### src/rtl/lab6_countdown_timer.sv
// -----------------------------------------------------------------------------
// lab6_countdown_timer
//   MM:SS BCD countdown timer in the slow clk_tmp domain. Two raw pushbuttons
//   are debounced and turned into single-cycle pulses. clk_tmp is prescaled to
//   a 1 s tick, and a four-state FSM (IDLE/RUN/PAUSE/DONE) counts the BCD
//   digits down to 00:00.
//
// Ports
//   clk_tmp   in   slow clock from the frequency divider (posedge logic)
//   rst_n     in   asynchronous active-low reset
//   pb_start  in   raw start/pause pushbutton, active-high, may bounce
//   pb_clr    in   raw clear pushbutton, active-high, may bounce
//   min_tens  out  BCD minutes tens digit
//   min_ones  out  BCD minutes ones digit
//   sec_tens  out  BCD seconds tens digit (0..5)
//   sec_ones  out  BCD seconds ones digit
//   running   out  high while in RUN
//   done      out  high while in DONE
// -----------------------------------------------------------------------------
module lab6_countdown_timer #(
    parameter int TICK_DIV = 100,
    parameter int DEB_LEN  = 4,
    parameter int INIT_MIN = 1,
    parameter int INIT_SEC = 30
) (
    input  logic       clk_tmp,
    input  logic       rst_n,
    input  logic       pb_start,
    input  logic       pb_clr,
    output logic [3:0] min_tens,
    output logic [3:0] min_ones,
    output logic [3:0] sec_tens,
    output logic [3:0] sec_ones,
    output logic       running,
    output logic       done
);

    localparam int CNT_W = (TICK_DIV > 1) ? $clog2(TICK_DIV) : 1;
    localparam logic [CNT_W-1:0] CNT_LAST = CNT_W'(TICK_DIV - 1);
    localparam logic [CNT_W-1:0] CNT_ZERO = {CNT_W{1'b0}};
    localparam logic [CNT_W-1:0] CNT_ONE  = CNT_W'(1);

    localparam logic [15:0] PRESET = {4'(INIT_MIN / 10), 4'(INIT_MIN % 10),
                                      4'(INIT_SEC / 10), 4'(INIT_SEC % 10)};
    localparam logic [15:0] ZERO_TIME = 16'h0000;

    typedef enum logic [1:0] {
        ST_IDLE  = 2'd0,
        ST_RUN   = 2'd1,
        ST_PAUSE = 2'd2,
        ST_DONE  = 2'd3
    } state_t;

    // One-second BCD decrement with ripple borrow; never called on 00:00.
    function automatic logic [15:0] bcd_dec(input logic [15:0] d);
        logic [3:0] mt;
        logic [3:0] mo;
        logic [3:0] st;
        logic [3:0] so;
        logic       b;
        mt = d[15:12];
        mo = d[11:8];
        st = d[7:4];
        so = d[3:0];
        if (so == 4'd0) begin
            so = 4'd9;
            b  = 1'b1;
        end else begin
            so = so - 4'd1;
            b  = 1'b0;
        end
        if (b) begin
            if (st == 4'd0) begin
                st = 4'd5;
            end else begin
                st = st - 4'd1;
                b  = 1'b0;
            end
        end
        if (b) begin
            if (mo == 4'd0) begin
                mo = 4'd9;
            end else begin
                mo = mo - 4'd1;
                b  = 1'b0;
            end
        end
        if (b) begin
            mt = mt - 4'd1;
        end
        return {mt, mo, st, so};
    endfunction

    logic [DEB_LEN-1:0] start_sr_r;
    logic [DEB_LEN-1:0] clr_sr_r;
    logic               start_deb_d_r;
    logic               clr_deb_d_r;
    logic               start_pulse_r;
    logic               clr_pulse_r;
    logic               start_deb_s;
    logic               clr_deb_s;

    state_t             state_r;
    logic [15:0]        digits_r;
    logic [CNT_W-1:0]   cnt_r;
    logic               running_r;
    logic               done_r;
    logic               tick_s;
    logic [15:0]        dec_s;

    // A button counts as pressed only when every sample in the window is high.
    assign start_deb_s = &start_sr_r;
    assign clr_deb_s   = &clr_sr_r;

    // Debounce shift registers and rising-edge pulse generation for both buttons.
    always_ff @(posedge clk_tmp or negedge rst_n) begin
        if (!rst_n) begin
            start_sr_r    <= {DEB_LEN{1'b0}};
            clr_sr_r      <= {DEB_LEN{1'b0}};
            start_deb_d_r <= 1'b0;
            clr_deb_d_r   <= 1'b0;
            start_pulse_r <= 1'b0;
            clr_pulse_r   <= 1'b0;
        end else begin
            start_sr_r    <= {start_sr_r[DEB_LEN-2:0], pb_start};
            clr_sr_r      <= {clr_sr_r[DEB_LEN-2:0], pb_clr};
            start_deb_d_r <= start_deb_s;
            clr_deb_d_r   <= clr_deb_s;
            start_pulse_r <= start_deb_s & ~start_deb_d_r;
            clr_pulse_r   <= clr_deb_s & ~clr_deb_d_r;
        end
    end

    assign tick_s = (state_r == ST_RUN) && (cnt_r == CNT_LAST);
    assign dec_s  = bcd_dec(digits_r);

    // Timer FSM: state, digits, prescaler and registered status flags.
    always_ff @(posedge clk_tmp or negedge rst_n) begin
        if (!rst_n) begin
            state_r   <= ST_IDLE;
            digits_r  <= PRESET;
            cnt_r     <= CNT_ZERO;
            running_r <= 1'b0;
            done_r    <= 1'b0;
        end else if (clr_pulse_r) begin
            // Clear wins over start in every state.
            state_r   <= ST_IDLE;
            digits_r  <= PRESET;
            cnt_r     <= CNT_ZERO;
            running_r <= 1'b0;
            done_r    <= 1'b0;
        end else begin
            case (state_r)
                ST_IDLE: begin
                    digits_r <= PRESET;
                    cnt_r    <= CNT_ZERO;
                    if (start_pulse_r) begin
                        if (PRESET == ZERO_TIME) begin
                            state_r <= ST_DONE;
                            done_r  <= 1'b1;
                        end else begin
                            state_r   <= ST_RUN;
                            running_r <= 1'b1;
                        end
                    end else begin
                        state_r <= ST_IDLE;
                    end
                end
                ST_RUN: begin
                    if (tick_s) begin
                        // Decrement still lands when start arrives on the tick edge.
                        cnt_r    <= CNT_ZERO;
                        digits_r <= dec_s;
                        if (dec_s == ZERO_TIME) begin
                            state_r   <= ST_DONE;
                            running_r <= 1'b0;
                            done_r    <= 1'b1;
                        end else if (start_pulse_r) begin
                            state_r   <= ST_PAUSE;
                            running_r <= 1'b0;
                        end else begin
                            state_r <= ST_RUN;
                        end
                    end else begin
                        cnt_r <= cnt_r + CNT_ONE;
                        if (start_pulse_r) begin
                            state_r   <= ST_PAUSE;
                            running_r <= 1'b0;
                        end else begin
                            state_r <= ST_RUN;
                        end
                    end
                end
                ST_PAUSE: begin
                    // Prescaler keeps its value so the partial second resumes.
                    if (start_pulse_r) begin
                        state_r   <= ST_RUN;
                        running_r <= 1'b1;
                    end else begin
                        state_r <= ST_PAUSE;
                    end
                end
                ST_DONE: begin
                    digits_r <= ZERO_TIME;
                    cnt_r    <= CNT_ZERO;
                    if (start_pulse_r) begin
                        state_r  <= ST_IDLE;
                        digits_r <= PRESET;
                        done_r   <= 1'b0;
                    end else begin
                        state_r <= ST_DONE;
                    end
                end
                default: begin
                    state_r   <= ST_IDLE;
                    digits_r  <= PRESET;
                    cnt_r     <= CNT_ZERO;
                    running_r <= 1'b0;
                    done_r    <= 1'b0;
                end
            endcase
        end
    end

    assign min_tens = digits_r[15:12];
    assign min_ones = digits_r[11:8];
    assign sec_tens = digits_r[7:4];
    assign sec_ones = digits_r[3:0];
    assign running  = running_r;
    assign done     = done_r;

endmodule

### config.mk
export PLATFORM = sky130hd
export DESIGN_NAME = lab6_countdown_timer
export DESIGN_NICKNAME = d
export VERILOG_FILES = /design/src/rtl/lab6_countdown_timer.sv
export SDC_FILE = /design/constraint.sdc
export NUM_CORES = 1
export LEC_CHECK = 0
export CORE_ASPECT_RATIO = 0.5
export CORE_UTILIZATION = 50
export CTS_CLUSTER_DIAMETER = 40
export DETAILED_ROUTE_END_ITERATION = 16
export PLACE_DENSITY = 0.81
export SYNTH_ARGS = -nofsm -noshare
export SYNTH_HDL_FRONTEND = slang
export SYNTH_SLANG_ARGS = --single-unit
### constraint.sdc
create_clock -name clk_tmp -period 2.2 [get_ports clk_tmp]
set_input_delay 0.66 -clock clk_tmp [delete_from_list [all_inputs] [get_ports clk_tmp]]
set_output_delay 0.66 -clock clk_tmp [all_outputs]
set_load 0.02 [all_outputs]
==> results.tsv <==
metric	value	unit
setup TNS	0	ps
Die W	91.74	µm
dpl hpwl	3363	µm
Max Clock Freq	478.3	MHz
CP Class	reg -> out	
pre-CTS setup slack	133.9	ps
Ports	22	
Die ar.	4300	µm²
FF+latch count, synth	39	
Register Area	980.9	µm²
Final Hold Viols	0	
Tightest Pin Transition	552.3	ps
area growth from synthesis to layout	23.00	%
CP Max Fanout	7	
Root Driver	clkbuf_8	
Hold Buf Count CTS	0	
area share of fa/ha/maj cells after synthesis	3.729	%
largest net degree at the start of global routing	40	
postcts setup bufs	0	
WL per Instance	15.77	µm
Ant. Diodes	0	
CP Data Arrival Time	1430	ps
Multi-input gate area	983.4	µm²
Max stage delay cell, worst path	clkdlybuf4s50_1	
RSZ-0062 raised after global routing	no	
Crit path max-delay family	buffers and inverters	
final worst slack	109.4	ps
Ys Warns	0	
worst stage delay on the critical path	650	ps
Floorplan Core Area	3641	µm²
worst skew pair latency	300	ps
multiplexer share of the synthesized area	1.492	%
routability cong.	0.8551	
NumNets Final	252	
synthesized area per cell	9.869	µm²
post-synthesis simple-gate area fraction	22.19	%
largest family of logic cells by synthesized area	simple AND/OR/NAND/NOR gates	
most common cell after layout, fill and taps aside	dfrtp_1	
Leakage	1.079	nW
Post-Route Skew	6.729	ps
Max-Cap Viols	0	
Min Hold Slack	368.7	ps
Worst setup EP type	output port	
initial DRC count	84	
total grt overflow	0	
Core Rows	15	
Placed Cells	286	
WL final	4635	µm
number of synthesized flops with an enable pin	0	
worst-path cell chain	clkdlybuf4s50_1	
Fillers	300	
final worst path period need	2091	ps
Slew headroom	62.84	%
first-pass GRT wire length	7810	µm
via/cell ratio	5.969	
register area share after synthesis	48.66	%
Vert. Die Dim	46.87	µm
Gate Count Post-Synth	204	
most frequent cells in the layout	dfrtp_1, clkdlybuf4s50_1, o21ai_0, buf_4, nand2_1	
pwr dens	536.2	nW/µm²
Netlist cell types	47	
routed vias	1755	
port bufs	21	
H-tree levels	2	
fin. max-slew vios	0	
Synth Net Count	214	
Min-Delay Path Class	reg -> reg	
Finished Layout Cells	294	
fraction of layout cells with a size suffix above 1	13.99	%
Critical Path RT	1540	ps
ys flop type	dfrtp_1	
Async SR Flop Fraction	100.0	%
# setup viols final	0	
Starting Density	55.29	%
Netlist Area Pre-Place	2013	µm²
post-route ant nets	0	
initial antenna violation count	0	
vias in the first global route	1684	
CP Buf/Inv Count	1	
CTS tree	done	
# DRC	0	
XOR/XNOR Fraction of Synth Area	0.8701	%
Worst Setup Start Kind	flop	
CTS buffer count	5	
clk sinks	39	
Synth Area in Compound Gates	20.57	%
status	finished clean	
Global Route Usage Sum	24.41	%
Clock Path Buffers	2	
Reg clk slew, reported paths	70	ps
worst vdd ir	0.3465	mV
drt first pass iters	4	
Final period util	95.03	%
[path summary, 6_finish.rpt]
| path | depth (start not counted) | endpoint | slack [ps] | from |
|---|---|---|---|---|
| max in group asynchronous | 2 | digits_r[0] | 1430 | rst_n |
| worst min register to register | 0 | clr_sr_r[2] | 370 | clr_sr_r[1] |
| worst max-delay path | 1 | sec_ones[3] | 110 | digits_r[3] |
| min in group asynchronous | 2 | clr_pulse_r | 400 | rst_n |
| worst min-delay path | 0 | clr_sr_r[2] | 370 | clr_sr_r[1] |
| worst max register to register | 4 | digits_r[14] | 150 | digits_r[0] |
[cell usage after synthesis (2+ instances only)]
cell	n	area share, %
a21o_1	3	1.1
or4_4	2	1.1
xor2_1	2	0.87
nor2b_1	3	0.93
o21ai_0	16	4.0
nor3b_1	3	1.1
dfstp_2	3	3.9
nand3_1	10	2.5
o211ai_1	9	3.4
a21oi_1	8	2.0
a31oi_1	6	1.9
nor4b_1	2	0.87
or2_2	3	0.93
and3_1	5	1.6
a22o_1	2	0.87
nor4_1	3	0.93
and4_1	3	1.3
or4_1	2	0.75
dfrtp_1	36	45
inv_1	6	1.1
a21boi_0	2	0.75
a211oi_1	4	1.5
o31ai_1	2	0.75
nor2_1	13	2.4
clkbuf_1	2	0.37
mux2i_1	3	1.5
nand2b_1	2	0.62
o311ai_0	2	0.87
nor3_1	11	2.7
nand2_1	14	2.6
ha_1	6	3.7
[cell type report]
cell class / instances / area share (%)
inverters: 6 / 0.9096
flip-flops and latches: 39 / 39.62
clock buffers: 7 / 3.891
multi-input cells: 154 / 39.72
repair buffers: 36 / 12.99
clock inverters: 1 / 0.3032
well taps: 51 / 2.577
[state kept, by name, summed over array words and instances (netlist names), 2 cells and up]
name        count
state_r         2
digits_r       16
clr_sr_r        4
cnt_r           7
start_sr_r      4
[power breakdown]
part	total [mW]	switching, mW	internal, mW
sequential	0.739	0.00862	0.730
combinational	0.0500	0.0292	0.0208
clock	0.539	0.254	0.285
[repair_timing]
action | in CTS | in global routing
gates resized for setup | 1 | 3
pin swaps | 0 | 0
setup endpoints to repair | 1 | 4
[cells by family after synthesis]
family | Yosys count
xor+xnor | 2
compound gates | 62
mux | 3
buf+inv | 11
fa+ha+maj | 6
simple gates | 81
flops | 39
[metrics by stage]
stage / utilization [%] / area, µm² / power (mW)
finish: 68.01 / 2476 / 1.328
global route: 68.01 / 2476 / 1.385
CTS: 67.87 / 2471 / 1.342
detailed placement: 65.05 / 2369 / 0.8037
global placement: 65.05 / 2369 / 0.8007
floorplan: - / 2014 / 0.7703
[metal layers]
layer / global-route usage (%) / up-vias / wire length [µm]
met5: 0 / - / 0
met4: 10.63 / 0 / 72
met3: 7.120 / 10 / 263
met2: 42.56 / 42 / 2137
met1: 29.92 / 847 / 2162
li1: - / 856 / -
No activity file was read; power rests on OpenSTA's default activity.
